**src/rtl/s3_chien_forney.sv**
```systemverilog
// RS t=2 decoder stage 3: serial Chien search with Forney magnitude evaluation.
// Emits one error magnitude per position (N-1 down to 0), then a done pulse.
module s3_chien_forney #(
    parameter int N   = 255,
    parameter int FCR = 0
) (
    input  logic       clk,
    input  logic       rst,
    input  logic       kes_done,
    input  logic [7:0] rs_lambda0,
    input  logic [7:0] rs_lambda1,
    input  logic [7:0] rs_lambda2,
    input  logic [7:0] rs_omega0,
    input  logic [7:0] rs_omega1,
    output logic       sym_vld,
    output logic [7:0] sym_pos,
    output logic [7:0] sym_err,
    output logic       csf_done,
    output logic [1:0] err_cnt,
    output logic       dec_fail,
    output logic       overrun
);

    typedef enum logic [1:0] {
        S_IDLE,
        S_LOAD,
        S_SEARCH,
        S_DONE
    } state_t;

    function automatic logic [7:0] gf_mul(input logic [7:0] a, input logic [7:0] b);
        logic [7:0] acc;
        logic [7:0] sh;
        acc = '0;
        sh  = a;
        for (int i = 0; i < 8; i++) begin
            if (b[i]) acc = acc ^ sh;
            sh = {sh[6:0], 1'b0} ^ (sh[7] ? 8'h1D : 8'h00);
        end
        return acc;
    endfunction

    function automatic logic [7:0] gf_pow(input logic [7:0] e);
        logic [7:0] r;
        logic [7:0] b;
        r = 8'h01;
        b = 8'h02;
        for (int i = 0; i < 8; i++) begin
            if (e[i]) r = gf_mul(r, b);
            b = gf_mul(b, b);
        end
        return r;
    endfunction

    // x^254 == 1/x for x != 0, and maps 0 to 0
    function automatic logic [7:0] gf_inv(input logic [7:0] x);
        logic [7:0] r;
        logic [7:0] sq;
        r  = 8'h01;
        sq = x;
        for (int i = 0; i < 7; i++) begin
            sq = gf_mul(sq, sq);
            r  = gf_mul(r, sq);
        end
        return r;
    endfunction

    localparam logic [7:0] K1   = gf_pow(8'((255 - (N - 1)) % 255));
    localparam logic [7:0] K2   = gf_pow(8'((510 - 2 * (N - 1)) % 255));
    localparam logic [7:0] X0   = gf_pow(8'(N - 1));
    localparam logic [7:0] A1   = 8'h02;
    localparam logic [7:0] A2   = 8'h04;
    localparam logic [7:0] AINV = gf_pow(8'd254);

    state_t     state_q, state_d;
    logic [7:0] l0_q, l0_d;
    logic [7:0] c1_q, c1_d;
    logic [7:0] c2_q, c2_d;
    logic [7:0] w0_q, w0_d;
    logic [7:0] w1_q, w1_d;
    logic [7:0] x_q, x_d;
    logic [7:0] inv_q, inv_d;
    logic [1:0] deg_q, deg_d;
    logic [7:0] cnt_q, cnt_d;
    logic [1:0] roots_q, roots_d;
    logic       sym_vld_q, sym_vld_d;
    logic [7:0] sym_pos_q, sym_pos_d;
    logic [7:0] sym_err_q, sym_err_d;
    logic       csf_done_q, csf_done_d;
    logic [1:0] err_cnt_q, err_cnt_d;
    logic       dec_fail_q, dec_fail_d;

    logic       root;
    logic       lam_zero;
    logic [7:0] lam_eval;
    logic [7:0] om_eval;
    logic [7:0] e_raw;
    logic [7:0] e_val;

    always_comb begin
        lam_eval = l0_q ^ c1_q ^ c2_q;
        root     = (lam_eval == 8'h00);
        lam_zero = (l0_q == 8'h00) && (c1_q == 8'h00) && (c2_q == 8'h00);
        om_eval  = w0_q ^ w1_q;
        e_raw    = gf_mul(om_eval, inv_q);
        if (FCR == 0) e_val = gf_mul(e_raw, x_q);
        else          e_val = e_raw;
    end

    always_comb begin
        state_d    = state_q;
        l0_d       = l0_q;
        c1_d       = c1_q;
        c2_d       = c2_q;
        w0_d       = w0_q;
        w1_d       = w1_q;
        x_d        = x_q;
        inv_d      = inv_q;
        deg_d      = deg_q;
        cnt_d      = cnt_q;
        roots_d    = roots_q;
        sym_vld_d  = 1'b0;
        sym_pos_d  = 8'h00;
        sym_err_d  = 8'h00;
        csf_done_d = 1'b0;
        err_cnt_d  = err_cnt_q;
        dec_fail_d = dec_fail_q;
        unique case (state_q)
            S_IDLE: begin
                if (kes_done) begin
                    l0_d    = rs_lambda0;
                    c1_d    = rs_lambda1;
                    c2_d    = rs_lambda2;
                    w0_d    = rs_omega0;
                    w1_d    = rs_omega1;
                    state_d = S_LOAD;
                end
            end
            S_LOAD: begin
                // c1/c2 still hold raw l1/l2 here; scale to position N-1
                c1_d       = gf_mul(c1_q, K1);
                c2_d       = gf_mul(c2_q, K2);
                w1_d       = gf_mul(w1_q, K1);
                x_d        = X0;
                inv_d      = gf_inv(c1_q);
                deg_d      = (c2_q != 8'h00) ? 2'd2 :
                             (c1_q != 8'h00) ? 2'd1 : 2'd0;
                cnt_d      = 8'(N - 1);
                roots_d    = 2'd0;
                err_cnt_d  = 2'd0;
                dec_fail_d = 1'b0;
                state_d    = S_SEARCH;
            end
            S_SEARCH: begin
                sym_vld_d = 1'b1;
                sym_pos_d = cnt_q;
                sym_err_d = root ? e_val : 8'h00;
                c1_d      = gf_mul(c1_q, A1);
                c2_d      = gf_mul(c2_q, A2);
                w1_d      = gf_mul(w1_q, A1);
                x_d       = gf_mul(x_q, AINV);
                cnt_d     = cnt_q - 8'd1;
                if (root && roots_q != 2'd3) roots_d = roots_q + 2'd1;
                if (cnt_q == 8'h00) state_d = S_DONE;
            end
            S_DONE: begin
                csf_done_d = 1'b1;
                err_cnt_d  = roots_q;
                // c1 is a nonzero multiple of l1, so c1==0 exactly when l1==0
                dec_fail_d = (roots_q != deg_q) || lam_zero ||
                             ((roots_q != 2'd0) && (c1_q == 8'h00));
                state_d    = S_IDLE;
            end
            default: state_d = S_IDLE;
        endcase
    end

    always_ff @(posedge clk) begin
        if (rst) begin
            state_q    <= S_IDLE;
            l0_q       <= '0;
            c1_q       <= '0;
            c2_q       <= '0;
            w0_q       <= '0;
            w1_q       <= '0;
            x_q        <= '0;
            inv_q      <= '0;
            deg_q      <= '0;
            cnt_q      <= '0;
            roots_q    <= '0;
            sym_vld_q  <= 1'b0;
            sym_pos_q  <= '0;
            sym_err_q  <= '0;
            csf_done_q <= 1'b0;
            err_cnt_q  <= '0;
            dec_fail_q <= 1'b0;
        end else begin
            state_q    <= state_d;
            l0_q       <= l0_d;
            c1_q       <= c1_d;
            c2_q       <= c2_d;
            w0_q       <= w0_d;
            w1_q       <= w1_d;
            x_q        <= x_d;
            inv_q      <= inv_d;
            deg_q      <= deg_d;
            cnt_q      <= cnt_d;
            roots_q    <= roots_d;
            sym_vld_q  <= sym_vld_d;
            sym_pos_q  <= sym_pos_d;
            sym_err_q  <= sym_err_d;
            csf_done_q <= csf_done_d;
            err_cnt_q  <= err_cnt_d;
            dec_fail_q <= dec_fail_d;
        end
    end

    assign sym_vld  = sym_vld_q;
    assign sym_pos  = sym_pos_q;
    assign sym_err  = sym_err_q;
    assign csf_done = csf_done_q;
    assign err_cnt  = err_cnt_q;
    assign dec_fail = dec_fail_q;
    assign overrun  = kes_done && (state_q != S_IDLE) && !rst;

endmodule

```
**config.mk**
```make
export PLATFORM = sky130hd
export DESIGN_NAME = s3_chien_forney
export DESIGN_NICKNAME = d
export VERILOG_FILES = /design/src/rtl/s3_chien_forney.sv
export SDC_FILE = /design/constraint.sdc
export NUM_CORES = 1
export LEC_CHECK = 0
export CAP_MARGIN = 20
export CORE_ASPECT_RATIO = 0.7
export CORE_MARGIN = 2
export CORE_UTILIZATION = 50
export DETAILED_ROUTE_END_ITERATION = 6
export PLACE_DENSITY = 0.77
export SLEW_MARGIN = 10
export SYNTH_ARGS = -nofsm -noshare
export SYNTH_HDL_FRONTEND = slang
export SYNTH_SLANG_ARGS = --single-unit
```
**constraint.sdc**
```tcl
create_clock -name clk -period 18.31 [get_ports clk]
set_input_delay 3.662 -clock clk [delete_from_list [all_inputs] [get_ports clk]]
set_output_delay 3.662 -clock clk [all_outputs]
set_load 0.02 [all_outputs]
```
Yosys cells after proc, flatten, opt, wreduce, memory -nomap -nowiden

Cells that the tools add are included.

Register bits: 91
Word-level logic and storage cells: 667

Add/subtract/negate cells: 2
Eq/ne operators: 8
Mux-type cells: 376
Bitwise operators: 235
Reductions and logical operators: 29

Operators with widths:

| cell                  | count |
|---|---|
| $mux W8               | 238 |
| $xor A8 B5 Y8         | 115 |
| $xor A8 B8 Y8         | 111 |
| $mux W5               | 116 |
| $pmux W8 S2           | 5 |
| $logic_not A8 Y1      | 5 |
| $reduce_bool A8 Y1    | 2 |
| $mux W2               | 5 |
| $reduce_bool A2 Y1    | 5 |
| $not A1 Y1            | 9 |
| $ne A2 B2 Y1 const B  | 4 |
| $pmux W2 S2           | 2 |
| $pmux W2 S4           | 1 |
| $reduce_and A2 Y1     | 4 |
| $sub A8 B1 Y8 const B | 1 |
| $mux W7               | 1 |
| $logic_and A1 B1 Y1   | 6 |
| $mux W6               | 1 |
| $eq A2 B2 Y1 const B  | 2 |
| $mux W1               | 4 |
| $mux W4               | 1 |
| $reduce_or A2 Y1      | 2 |
| $mux W3               | 1 |
| $reduce_or A3 Y1      | 1 |
| 7 further kinds       | 8 |

Depth between registers and ports, before layout

Gate-level depths: netlist of the first run.

Depth after elaboration: 183
Mapped depth: 64

Worst setup path before layout of the first run

Ideal clock, no wire load.

Kind: reg-to-reg
Start: reg c1_q[2]
End: reg inv_q[0]
Setup time: 128 ps
Data arrival time: 14303 ps
Required time: 18182 ps
Setup slack: 3879 ps
Cell stages (with the launch flop): 64
Period minus slack after synthesis: 14431 ps
Path through: dfxtp_1 > ha_1 > buf_2 > nor2b_1 > o21ai_1 > mux2i_1 > xnor2_2 > xnor2_2 > inv_1 > clkbuf_1 > ha_1 > clkbuf_1 > inv_1 > xnor3_1 > nand2_1 > or4_1 > o211ai_1 > a41oi_4 > [... 28 more ...] > xnor2_1 > inv_1 > clkbuf_1 > ha_1 > xnor2_1 > mux2i_1 > xnor2_1 > o21ai_0 > xnor2_1 > xnor2_1 > xor2_1 > clkbuf_1 > nor2_1 > xnor2_1 > xnor3_1 > xor3_1 > mux2i_1 > nor2_1

Word-level cells in the longest chain between the ends: 178
Elaborated cells between the ends (all ways): 490
Those cells by class: mux: 308; bitwise: 182

Ends and longest elaborated chain:

| element                                         | line    | source |
|---|---|---|
| start: declaration                              | 77      | `logic [7:0] c1_q, c1_d;` |
| start signal: assignment                        | 182     | `c1_q <= '0;` |
| start signal: assignment                        | 200     | `c1_q <= c1_d;` |
| $xor A8 B5 Y8 / $mux W8 (equally long branches) | 38, 37  |  |
| $xor A8 B8 Y8 / $mux W8 (equally long branches) | 37, 128 |  |
| $mux W8 / $xor A8 B8 Y8 (equally long branches) | 37      | `if (b[i]) acc = acc ^ sh;` |
| $mux W8 (on tied branches)                      | 128, 37 |  |
| $xor A8 B8 Y8 / $mux W8 (equally long branches) | 37, 128 |  |
| $mux W8 / $xor A8 B8 Y8 (equally long branches) | 37      |  |
| $mux W8 (on tied branches)                      | 128, 37 |  |
| $xor A8 B8 Y8 / $mux W8 (equally long branches) | 37, 128 |  |
| [... 162 more ...]                              | --      |  |
| $xor A8 B8 Y8                                   | 37      |  |
| $mux W8                                         | 37      |  |
| $mux W8                                         | 128     | `unique case (state_q)` |
| $xor A8 B8 Y8                                   | 37      |  |
| $mux W8                                         | 37      |  |
| $mux W8                                         | 128     |  |
| $xor A8 B8 Y8                                   | 37      |  |
| $mux W8 (*)                                     | 37      |  |
| end signal: assignment                          | 205     | `inv_q <= inv_d;` |
| end: declaration                                | 82      | `logic [7:0] inv_q, inv_d;` |

Mark *: on every way between the ends. The rest lies on a longest branch, timed or not. The select of a mux whose other input is x is not followed.
A chain may end at the register's enable or synchronous reset.

Worst setup path after layout of the first run

Start: reg c1_q[2]
End: reg inv_q[6]

Word-level cells in the longest chain between the ends: 178
Elaborated cells between the ends (all ways): 488
Those cells by class: mux: 306; bitwise: 182

Ends and longest elaborated chain:

| element                                         | line |
|---|---|
| $xor A8 B5 Y8 / $mux W8 (equally long branches) | 38, 37 |
| $xor A8 B8 Y8 / $mux W8 (equally long branches) | 37, 128 |
| $mux W8 / $xor A8 B8 Y8 (equally long branches) | 37 |
| $mux W8 (on tied branches)                      | 128, 37 |
| $xor A8 B8 Y8 / $mux W8 (equally long branches) | 37, 128 |
| $mux W8 / $xor A8 B8 Y8 (equally long branches) | 37 |
| $mux W8 (on tied branches)                      | 128, 37 |
| $xor A8 B8 Y8 / $mux W8 (equally long branches) | 37, 128 |
| [... 162 more ...]                              | -- |
| $xor A8 B8 Y8                                   | 37 |
| $mux W8                                         | 37 |
| $mux W8                                         | 128 |
| $xor A8 B8 Y8                                   | 37 |
| $mux W8                                         | 37 |
| $mux W8                                         | 128 |
| $xor A8 B8 Y8                                   | 37 |
| $mux W8 (*)                                     | 37 |

Marked as above.

==> results of run 1 <==
state kept, by name (all words and copies together) (netlist names):
name,cells
sym_pos,8
sym_err,8
roots_q,2
dec_fail,1
deg_q,2
w0_q,8
x_q,8
w1_q,8
inv_q,8
csf_done,1
cnt_q,8
l0_q,8
c2_q,8
sym_vld,1
state_q,2
err_cnt,2
c1_q,8
what timing repair did:
| action | in CTS | in global routing |
|---|---|---|
| buffers inserted | 0 | 0 |
| setup endpoints to repair | 0 | 7 |
| resized for setup | 0 | 5 |
critical path, delay by kind of cell, from the launching register on:
family	cells	cell delay (ns)
xor+xnor	22	8.85
compound gates	7	1.38
buf+inv	4	1.26
flops	1	0.63
simple gates	13	3.01
mux	1	0.35
fa+ha+maj	3	1.56
worst paths after layout:
path                        start                    end  slack [ns]  depth (start not counted)
max          c1_q[2]$_SDFFE_PP0P_  inv_q[6]$_SDFFE_PP0P_        1.09                         50
min          w0_q[4]$_SDFFE_PP0P_   w0_q[4]$_SDFFE_PP0P_        0.48                          2
max reg2reg  c1_q[2]$_SDFFE_PP0P_  inv_q[6]$_SDFFE_PP0P_        1.09                         50
min reg2reg  w0_q[4]$_SDFFE_PP0P_   w0_q[4]$_SDFFE_PP0P_        0.48                          2
cells by family (layout without fill, tap and decap cells):
group	after synthesis	count (layout)
AO/OA/AOI/OAI	484	484
XOR/XNOR	796	796
adder cells (fa/ha/maj)	20	20
buffers and inverters	228	181
flip-flops	91	91
multiplexers	84	84
other	0	10
AND/OR/NAND/NOR	960	960
area by class of cell:
cell class	instances	area share [%]
diodes	10	0.117
flip-flops and latches	91	8.49
clock buffers	11	1.18
clock inverters	5	0.280
multi-input cells	2344	81.1
repair buffers	122	5.01
inverters	43	0.752
well taps	535	3.12
layer usage:
metal	vias up	GRT usage, %
met5	-	0
met4	2	7.37
met3	77	5.63
met2	950	39.9
met1	8803	40.8
li1	8911	-
cell usage after synthesis, types with 11 or more instances:
cell / number
o21ai_1: 14
mux2_2: 12
nand2b_1: 29
nor3_1: 39
ha_1: 20
clkbuf_1: 119
nor2_1: 317
xor2_1: 153
or3_1: 13
a21oi_1: 139
o21ai_0: 94
o21a_1: 11
dfxtp_1: 91
o22ai_1: 28
a31oi_1: 17
xnor2_1: 499
xnor3_1: 69
mux2i_1: 68
a211oi_1: 38
nor3b_1: 12
buf_1: 17
nor2b_1: 26
and2_1: 27
nor4_1: 13
a221oi_1: 11
a22oi_1: 22
buf_2: 36
o211ai_1: 19
xnor3_2: 18
nand2_1: 379
inv_1: 32
nand3_1: 55
xnor2_2: 30
layout by cell type, fill, tap and decap left out, types with 26 or more instances in the layout:
| master | synthesis | layout |
|---|---|---|
| a211oi_1 | 38 | 38 |
| a21oi_1 | 139 | 137 |
| and2_1 | 27 | 27 |
| buf_4 | 9 | 57 |
| clkdlybuf4s50_1 | 0 | 63 |
| dfxtp_1 | 91 | 91 |
| inv_1 | 32 | 32 |
| mux2i_1 | 68 | 67 |
| nand2_1 | 379 | 379 |
| nand2b_1 | 29 | 29 |
| nand3_1 | 55 | 55 |
| nor2_1 | 317 | 317 |
| nor2b_1 | 26 | 26 |
| nor3_1 | 39 | 39 |
| o21ai_0 | 94 | 94 |
| o22ai_1 | 28 | 28 |
| xnor2_1 | 499 | 496 |
| xnor2_2 | 30 | 33 |
| xnor3_1 | 69 | 67 |
| xor2_1 | 153 | 151 |
through the flow:
step,area (um^2),worst slack (ns),utilization [%],cells,hold slack [ns]
global placement,21100,1.60,53.1,3133,0.459
global route,21400,0.00826,54.0,3160,0.496
detailed placement,21100,1.13,53.1,3133,0.467
finish,21500,1.09,54.1,3161,0.476
CTS,21400,1.03,53.9,3149,0.476
floorplan,20100,3.88,-,2663,0.448
==> impl_results.md, run 1 <==
- Synth area leader: xnor2_1
- Nets: ~2700
- Startpoint types: register
- Mapped Nets: 2726
- Fmax: 58.1 MHz
- Synth top area share: approximately 22%
- Register area: 1820 um^2
- Worst path slowest cell: xnor2_2
- Met3 wire len: 6.37 mm
- Total grt overflow: 0
- Post-synthesis cell area: 20100 um^2
- Hold crit path type: reg -> reg
- GP Congestion: 1.00
- DR top layer: met5
- Routed wire length: just under 60 mm
- Die Y-Extent: between 150 and 200 um
- Simple-Gate Fraction of Synth Area: 21.0%
- Final Slew Violations: 0
- Data arrival, critical path: 17.48 ns
- GRT Overall Usage: 27.5%
- Final HPWL DP: ~43 mm
- DRC: 0
- Synth Area in Adders: 1.24%
- Synth top area cells: xnor2_1 (22%), dfxtp_1 (9.1%), xnor3_1 (7.7%)
- Critical path class: reg -> reg
- Share of synthesized registers carrying an async set or reset: 0%
- Worst-path clk slew: 0.07 ns
- RSZ-0062 raised after global routing: false
- Die W: ~240 um
- Flops & latches, synth: slightly above 90
- Wire length per cell: 18.5 um
- Buffers on Ports: 64
- Seq/Total Area, Yosys: 9.06%
- Clk_lat worst skew: about 0.35 ns
- First-pass GRT wire length: 94.2 mm
- Crit path time final: between 15 and 20 ns
- Core Region: 39700 um^2
- H-tree levels: 3
- Synth unique cells: 99
- # fillers: 3689
- Number of buffers inserted by hold repair at cts: 0
- Setup TNS: 0 ns
- Starting Density: roughly half
- YS warnings: 0
- Synth Area in Compound Gates: 15.8%
- Root Buffer: clkbuf_16
- Max Cap Violations: 0
- Worst slew margin: between 20 and 30%
- CTS Buf Count: 9
- Die area: 41900 um^2
- Drt via density: 5.93
- Post-route ant nets: 0
- Area occupied by multi-input gates: 17400 um^2
- CP Max Fanout: 22
- Status: complete, no violations
- Vias in the first global route: 17300
- DR iter-0 viols: between 2000 and 3000
- Clock sink total: 91
- Top cell by count, worst path: xnor3_1
- Largest family of logic cells by synthesized area: XOR/XNOR gates
- Via count: 18700
- Period utilisation layout: 94.0%
- Met2 WL: 24.2 mm
- Area Overhead vs Synth: 6.66%
- Ys flop type: dfxtp_1
- Mux cell area share after synthesis: 4.39%
- First drt pass iteration count: 5
- Setup violators final: 0
- Rows: 61
- Critical path capture point type: register
- Least-Margin Pin Slew: 1.08 ns
- Initial antenna violation count: 11
- Number of flops mapped to enable cells by yosys: 0
- Share of layout cells above drive strength 1: 7.87%
- Met1 Routed Length: 26.7 mm
- Synthesized instance count: approximately 2700
- Clk_skew: 0.00616 ns
- Endpoints failing hold: 0
- Clk buf depth: 2
- Pin count of the biggest net entering global routing: between 70 and 80
- Ports: 65
- CTS tree: done
- Mean area per synthesized cell: 7.55 um^2
- Critical Path RT: 18.57 ns
- Critical Path Max Stage Delay: 0.74 ns
- Post-synthesis xor/xnor area fraction: between 40% and 50%
Power of run 1 is left out: the tool's default activity adds up to more than one toggle a clock period on the data nets, which glitch-free logic cannot reach.
==> run 2, diff against run 1 <==
Settings changed: CORE_ASPECT_RATIO 0.7 to 0.75, CTS_CLUSTER_DIAMETER from default to 30.
==> impl_results.md, run 2 (synthesis results as in run 1) <==
- Met2 usage: 41.2% (was 39.9%)
- Setup violators final: 0 (unchanged)
- Slack of the critical path: 1.12 ns (was 1.09 ns)
- Crit path depth: 47 (was 50)
- Drt via density: 5.97 (was 5.93)
- Placed Instances: 3118 (was 3133)
- Post-route ant nets: 0 (unchanged)
- Fmax: 58.2 MHz (was 58.1 MHz)
- Crit path time final: 17.19 ns (was 17.22 ns)
- Root Buffer: clkbuf_16 (unchanged)
- DR iter-0 viols: 2396 (was 2503)
- Hold endpoint: w0_q[4]$_SDFFE_PP0P_ (unchanged)
- First drt pass iteration count: 5 (unchanged)
- Die Y-Extent: 178 um (was 172 um)
- Fin cells: 3142 (was 3161)
- Buffers on Ports: 64 (unchanged)
- Nets: 2673 (was 2674)
- R2R Path End: inv_q[6]$_SDFFE_PP0P_ (unchanged)
- Die area: 41900 um^2 (about the same)
- Worst slew margin: 27.3% (was 27.7%)
- R2r worst-path depth: 47 (was 50)
- Data arrival, critical path: 17.45 ns (was 17.48 ns)
- Routed wire length: 58.0 mm (was 58.5 mm)
- Max Cap Violations: 0 (unchanged)
- Least-Margin Pin Slew: 1.08 ns (about the same)
- Setup TNS: 0 ns (unchanged)
- Most common library cell in the layout ignoring fill and taps: xnor2_1 (unchanged)
- CTS Buf Count: 9 (unchanged)
- M3 GR Usage: 5.20% (was 5.63%)
- Reg2Reg Setup Slack: 1.12 ns (was 1.09 ns)
- Worst Hold Path Cells: 2 (unchanged)
- Final HPWL DP: 42.4 mm (was 43.0 mm)
- Pre-CTS setup slack: 1.47 ns (was 1.13 ns)
- Most used routing layer: met2 (was met1)
- Total grt overflow: 0 (unchanged)
- Share of layout cells above drive strength 1: 7.54% (was 7.87%)
- Clk buf depth: 2 (unchanged)
- Startpoint types: register (unchanged)
- GP Congestion: 0.980 (was 1.00)
- Initial antenna violation count: 11 (unchanged)
- Critical path class: reg -> reg (unchanged)
- HP Start: w0_q[4]$_SDFFE_PP0P_ (unchanged)
- Most frequent cells in the layout: xnor2_1 (496), nand2_1 (379), nor2_1 (317), xor2_1 (153), a21oi_1 (137) (was xnor2_1 (496), nand2_1 (379), nor2_1 (317), xor2_1 (151), a21oi_1 (137))
- First-pass GRT wire length: 93.3 mm (was 94.2 mm)
- Top cell by count, worst path: xnor3_1 (unchanged)
- CP Buf/Inv Count: 2 (was 4)
- Hold crit path type: reg -> reg (unchanged)
- Ports: 65 (unchanged)
- Pin count of the biggest net entering global routing: 78 (unchanged)
- Number of buffers inserted by hold repair at cts: 0 (unchanged)
- RSZ-0062 raised after global routing: false (unchanged)
- Period utilisation layout: 93.9% (was 94.0%)
- CTS tree: done (unchanged)
- GRT Overall Usage: 27.1% (was 27.5%)
- Worst-path clk slew: 0.06 ns (was 0.07 ns)
- Top delay family on crit path: XOR/XNOR gates (unchanged)
- Via count: 18800 (was 18700)
- Critical Path RT: 18.57 ns (about the same)
- Core Region: 39600 um^2 (was 39700 um^2)
- Rows: 63 (was 61)
- Status: complete, no violations (unchanged)
- R2R Path Start: c1_q[2]$_SDFFE_PP0P_ (unchanged)
- Clock sink total: 91 (unchanged)
- Final Slew Violations: 0 (unchanged)
- Worst hold slack: 0.484 ns (was 0.476 ns)
- Number of setup buffers added after CTS: 0 (unchanged)
- Critical path capture point type: register (unchanged)
- Die W: 236 um (was 244 um)
- H-tree levels: 3 (unchanged)
- Endpoints failing hold: 0 (unchanged)
- Critical Path Max Stage Delay: 0.83 ns (was 0.74 ns)
- CTS resizes: 0 (unchanged)
- Worst path slowest cell: xnor3_1 (was xnor2_2)
- Starting Density: 50.8% (was 50.7%)
- CP Max Fanout: 19 (was 22)
- Clk_skew: 0.00538 ns (was 0.00616 ns)
- DRC: 0 (unchanged)
- Clk_lat worst skew: 0.35 ns (about the same)
- Grt met1 use: 39.0% (was 40.8%)
- Wire length per cell: 18.5 um (about the same)
- Area Overhead vs Synth: 6.36% (was 6.66%)
- Vias in the first global route: 17400 (was 17300)
==> run 2: how the worst max path moves through the flow <==
stage,startpoint,end,slack (ns)
after detailed placement,c1_q[2]$_SDFFE_PP0P_,inv_q[6]$_SDFFE_PP0P_,1.47
after global routing,c1_q[2]$_SDFFE_PP0P_,inv_q[6]$_SDFFE_PP0P_,0.09
after CTS,c1_q[2]$_SDFFE_PP0P_,inv_q[6]$_SDFFE_PP0P_,1.40
after global placement,c1_q[7]$_SDFFE_PP0P_,inv_q[6]$_SDFFE_PP0P_,1.98
final,c1_q[2]$_SDFFE_PP0P_,inv_q[6]$_SDFFE_PP0P_,1.12
after floorplan,c1_q[2]$_SDFFE_PP0P_,inv_q[0]$_SDFFE_PP0P_,3.88
==> run 2: area by class of cell <==
class / instances / area (um^2)
Antenna cell: 10 / 25.0
Clock buffer: 10 / 239
Clock inverter: 3 / 65.1
Fill cell: 3642 / 18200
Inverter: 43 / 161
Multi-Input combinational cell: 2344 / 17400
Sequential cell: 91 / 1820
Tap cell: 520 / 651
Timing Repair Buffer: 121 / 1060
==> run 2: tightest hold or removal path, cell delays in order, from the launching register on <==
cell and delay (ns):
dfxtp_1 0.32, nand2_1 0.06, a21oi_1 0.06
==> run 2: per-layer routing <==
metal | part of all wire (%) | up-vias | wire [um]
li1 | - | 8901 | -
met1 | 45 | 8823 | 25900
met2 | 43 | 939 | 25000
met3 | 10 | 91 | 5780
met4 | 2.3 | 2 | 1350
met5 | 0.028 | - | 16
==> run 2: stage by stage <==
stage | utilization [%] | instance area [um^2]
after floorplan | - | 20100
after global placement | 53.2 | 21100
after detailed placement | 53.2 | 21100
after CTS | 54.0 | 21400
after global routing | 54.1 | 21400
final | 54.1 | 21400
Power of run 2 is left out for the same reason.
==> run 3, diff against run 2 <==
Settings changed: GPL_TIMING_DRIVEN from default to 0, SLEW_MARGIN 10 to 0.
==> impl_results.md, run 3 (synthesis results as in run 1) <==
- Status: complete, but fails checks (was complete, no violations)
- Failing checks: design-rule violations
- Critical path capture point type: register (unchanged)
- Reg2Reg Setup Slack: 0.85 ns (was 1.12 ns)
- Worst path slowest cell: ha_2 (was xnor3_1)
- First-pass GRT wire length: 101 mm (was 93.3 mm)
- Ports: 65 (unchanged)
- Nets: 2801 (was 2673)
- Drt via density: 6.07 (was 5.97)
- Layout Utilization: 55.2% (was 54.1%)
- Crit path time final: 17.46 ns (was 17.19 ns)
- Starting Density: 50.8% (unchanged)
- GRT Overall Usage: 29.7% (was 27.1%)
- Number of buffers inserted by hold repair at cts: 0 (unchanged)
- R2R Path End: inv_q[2]$_SDFFE_PP0P_ (was inv_q[6]$_SDFFE_PP0P_)
- First drt pass iteration count: 7 (was 5)
- GP Congestion: 0.954 (was 0.980)
- Initial antenna violation count: 4 (was 11)
- Final Slew Violations: 0 (unchanged)
- Wire length per cell: 19.5 um (was 18.5 um)
- Total grt overflow: 0 (unchanged)
- Grt met1 use: 43.9% (was 39.0%)
- Share of layout cells above drive strength 1: 7.37% (was 7.54%)
- Die area: 41900 um^2 (unchanged)
- Clk_skew: 0.00566 ns (was 0.00538 ns)
- R2R Path Start: c1_q[2]$_SDFFE_PP0P_ (unchanged)
- Worst-path clk slew: 0.07 ns (was 0.06 ns)
- Fmax: 57.3 MHz (was 58.2 MHz)
- Die Y-Extent: 178 um (unchanged)
- Data arrival, critical path: 17.73 ns (was 17.45 ns)
- H-tree levels: 3 (unchanged)
- Endpoints failing hold: 0 (unchanged)
- CP Launch Point: c1_q[2]$_SDFFE_PP0P_ (unchanged)
- M3 GR Usage: 5.16% (was 5.20%)
- HP Start: w0_q[6]$_SDFFE_PP0P_ (was w0_q[4]$_SDFFE_PP0P_)
- Period utilisation layout: 95.4% (was 93.9%)
- Setup violators final: 0 (unchanged)
- Max Cap Violations: 0 (unchanged)
- Critical path class: reg -> reg (unchanged)
- Most common library cell in the layout ignoring fill and taps: xnor2_1 (unchanged)
- R2r worst-path depth: 60 (was 47)
- Critical Path Max Stage Delay: 0.67 ns (was 0.83 ns)
- Via count: 19800 (was 18800)
- Vias in the first global route: 18300 (was 17400)
- CP Max Fanout: 10 (was 19)
- Clk buf depth: 2 (unchanged)
- Rows: 63 (unchanged)
- Area Overhead vs Synth: 8.54% (was 6.36%)
- DRC: 5 (was 0)
- Pin count of the biggest net entering global routing: 15 (was 78)
- Worst slew margin: 29.3% (was 27.3%)
- Met2 usage: 44.6% (was 41.2%)
- Most frequent cells in the layout: xnor2_1 (489), nand2_1 (379), nor2_1 (317), xor2_1 (150), a21oi_1 (139) (was xnor2_1 (496), nand2_1 (379), nor2_1 (317), xor2_1 (153), a21oi_1 (137))
- Routed wire length: 63.7 mm (was 58.0 mm)
- Hold crit path type: reg -> reg (unchanged)
- Clock sink total: 91 (unchanged)
- DR iter-0 viols: 2513 (was 2396)
- Critical Path RT: 18.58 ns (was 18.57 ns)
- Buffers on Ports: 64 (unchanged)
- Die W: 236 um (unchanged)
- Startpoint types: register (unchanged)
- # fillers: 3701 (was 3642)
- Top cell by count, worst path: xnor2_1 (was xnor3_1)
- CTS Buf Count: 9 (unchanged)
- Post-route ant nets: 0 (unchanged)
- Clk_lat worst skew: 0.36 ns (was 0.35 ns)
- Hold endpoint: w0_q[6]$_SDFFE_PP0P_ (was w0_q[4]$_SDFFE_PP0P_)
- Final HPWL DP: 48.7 mm (was 42.4 mm)
- Least-Margin Pin Slew: 1.06 ns (was 1.08 ns)
- Root Buffer: clkbuf_16 (unchanged)
- Most used routing layer: met2 (unchanged)
- Worst Hold Path Cells: 2 (unchanged)
- Worst hold slack: 0.472 ns (was 0.484 ns)
- Core Region: 39600 um^2 (unchanged)
- CTS tree: done (unchanged)
## run 3: routing by layer
metal | up-vias | wire, um
met1 | 9476 | 28700
met2 | 1064 | 26900
met3 | 106 | 6760
met4 | 0 | 1390
li1 | 9166 | -
met5 | - | 0
## run 3: layout make-up
type / instances / area (um^2) / share of cell area, %
antenna: 3 / 7.51 / 0.0344
buffer: 183 / 801 / 3.67
clock buffer: 11 / 243 / 1.11
clock inverter: 4 / 51.3 / 0.235
inverter: 43 / 161 / 0.739
multi-input combinational: 2344 / 17400 / 79.9
sequential: 91 / 1820 / 8.35
tap: 520 / 651 / 2.98
timing repair buffer: 66 / 656 / 3.00
## run 3: through the flow
step	setup TNS (ns)	setup slack, ns	cells	instance area (um^2)
6_report	0	0.846	3265	21800
5_1_grt	-0.0379	-0.0372	3265	21800
4_1_cts	0	0.168	3261	21700
3_5_place_dp	-4.29	-0.758	3247	21400
3_3_place_gp	-0.756	-0.232	3247	21400
2_1_floorplan	0	3.88	2663	20100
## run 3: worst max-delay path by stage
stage	slack (ns)	end	cells past startpoint
after detailed placement	-0.76	inv_q[2]$_SDFFE_PP0P_	63
after floorplan	3.88	inv_q[0]$_SDFFE_PP0P_	63
after global routing	-0.04	inv_q[0]$_SDFFE_PP0P_	60
after CTS	0.17	inv_q[2]$_SDFFE_PP0P_	62
after global placement	-0.23	inv_q[0]$_SDFFE_PP0P_	63
final	0.85	inv_q[2]$_SDFFE_PP0P_	60
## run 3: worst max-delay path, delay by kind of cell, from the launching register on
kind / cells / cell delay, ns
adder cells (fa/ha/maj): 5 / 2.29
flip-flops: 1 / 0.39
AND/OR/NAND/NOR: 9 / 1.92
multiplexers: 2 / 0.50
AO/OA/AOI/OAI: 12 / 1.64
XOR/XNOR: 20 / 6.69
buffers and inverters: 12 / 3.85
## run 3: timing repair
| item | 4_1_cts | 5_1_grt |
|---|---|---|
| gates resized for setup | 4 | 20 |
| endpoints found under the setup margin | 8 | 8 |
| pin swaps | 0 | 1 |
| buffers inserted | 0 | 2 |
Power of run 3 is left out for the same reason.
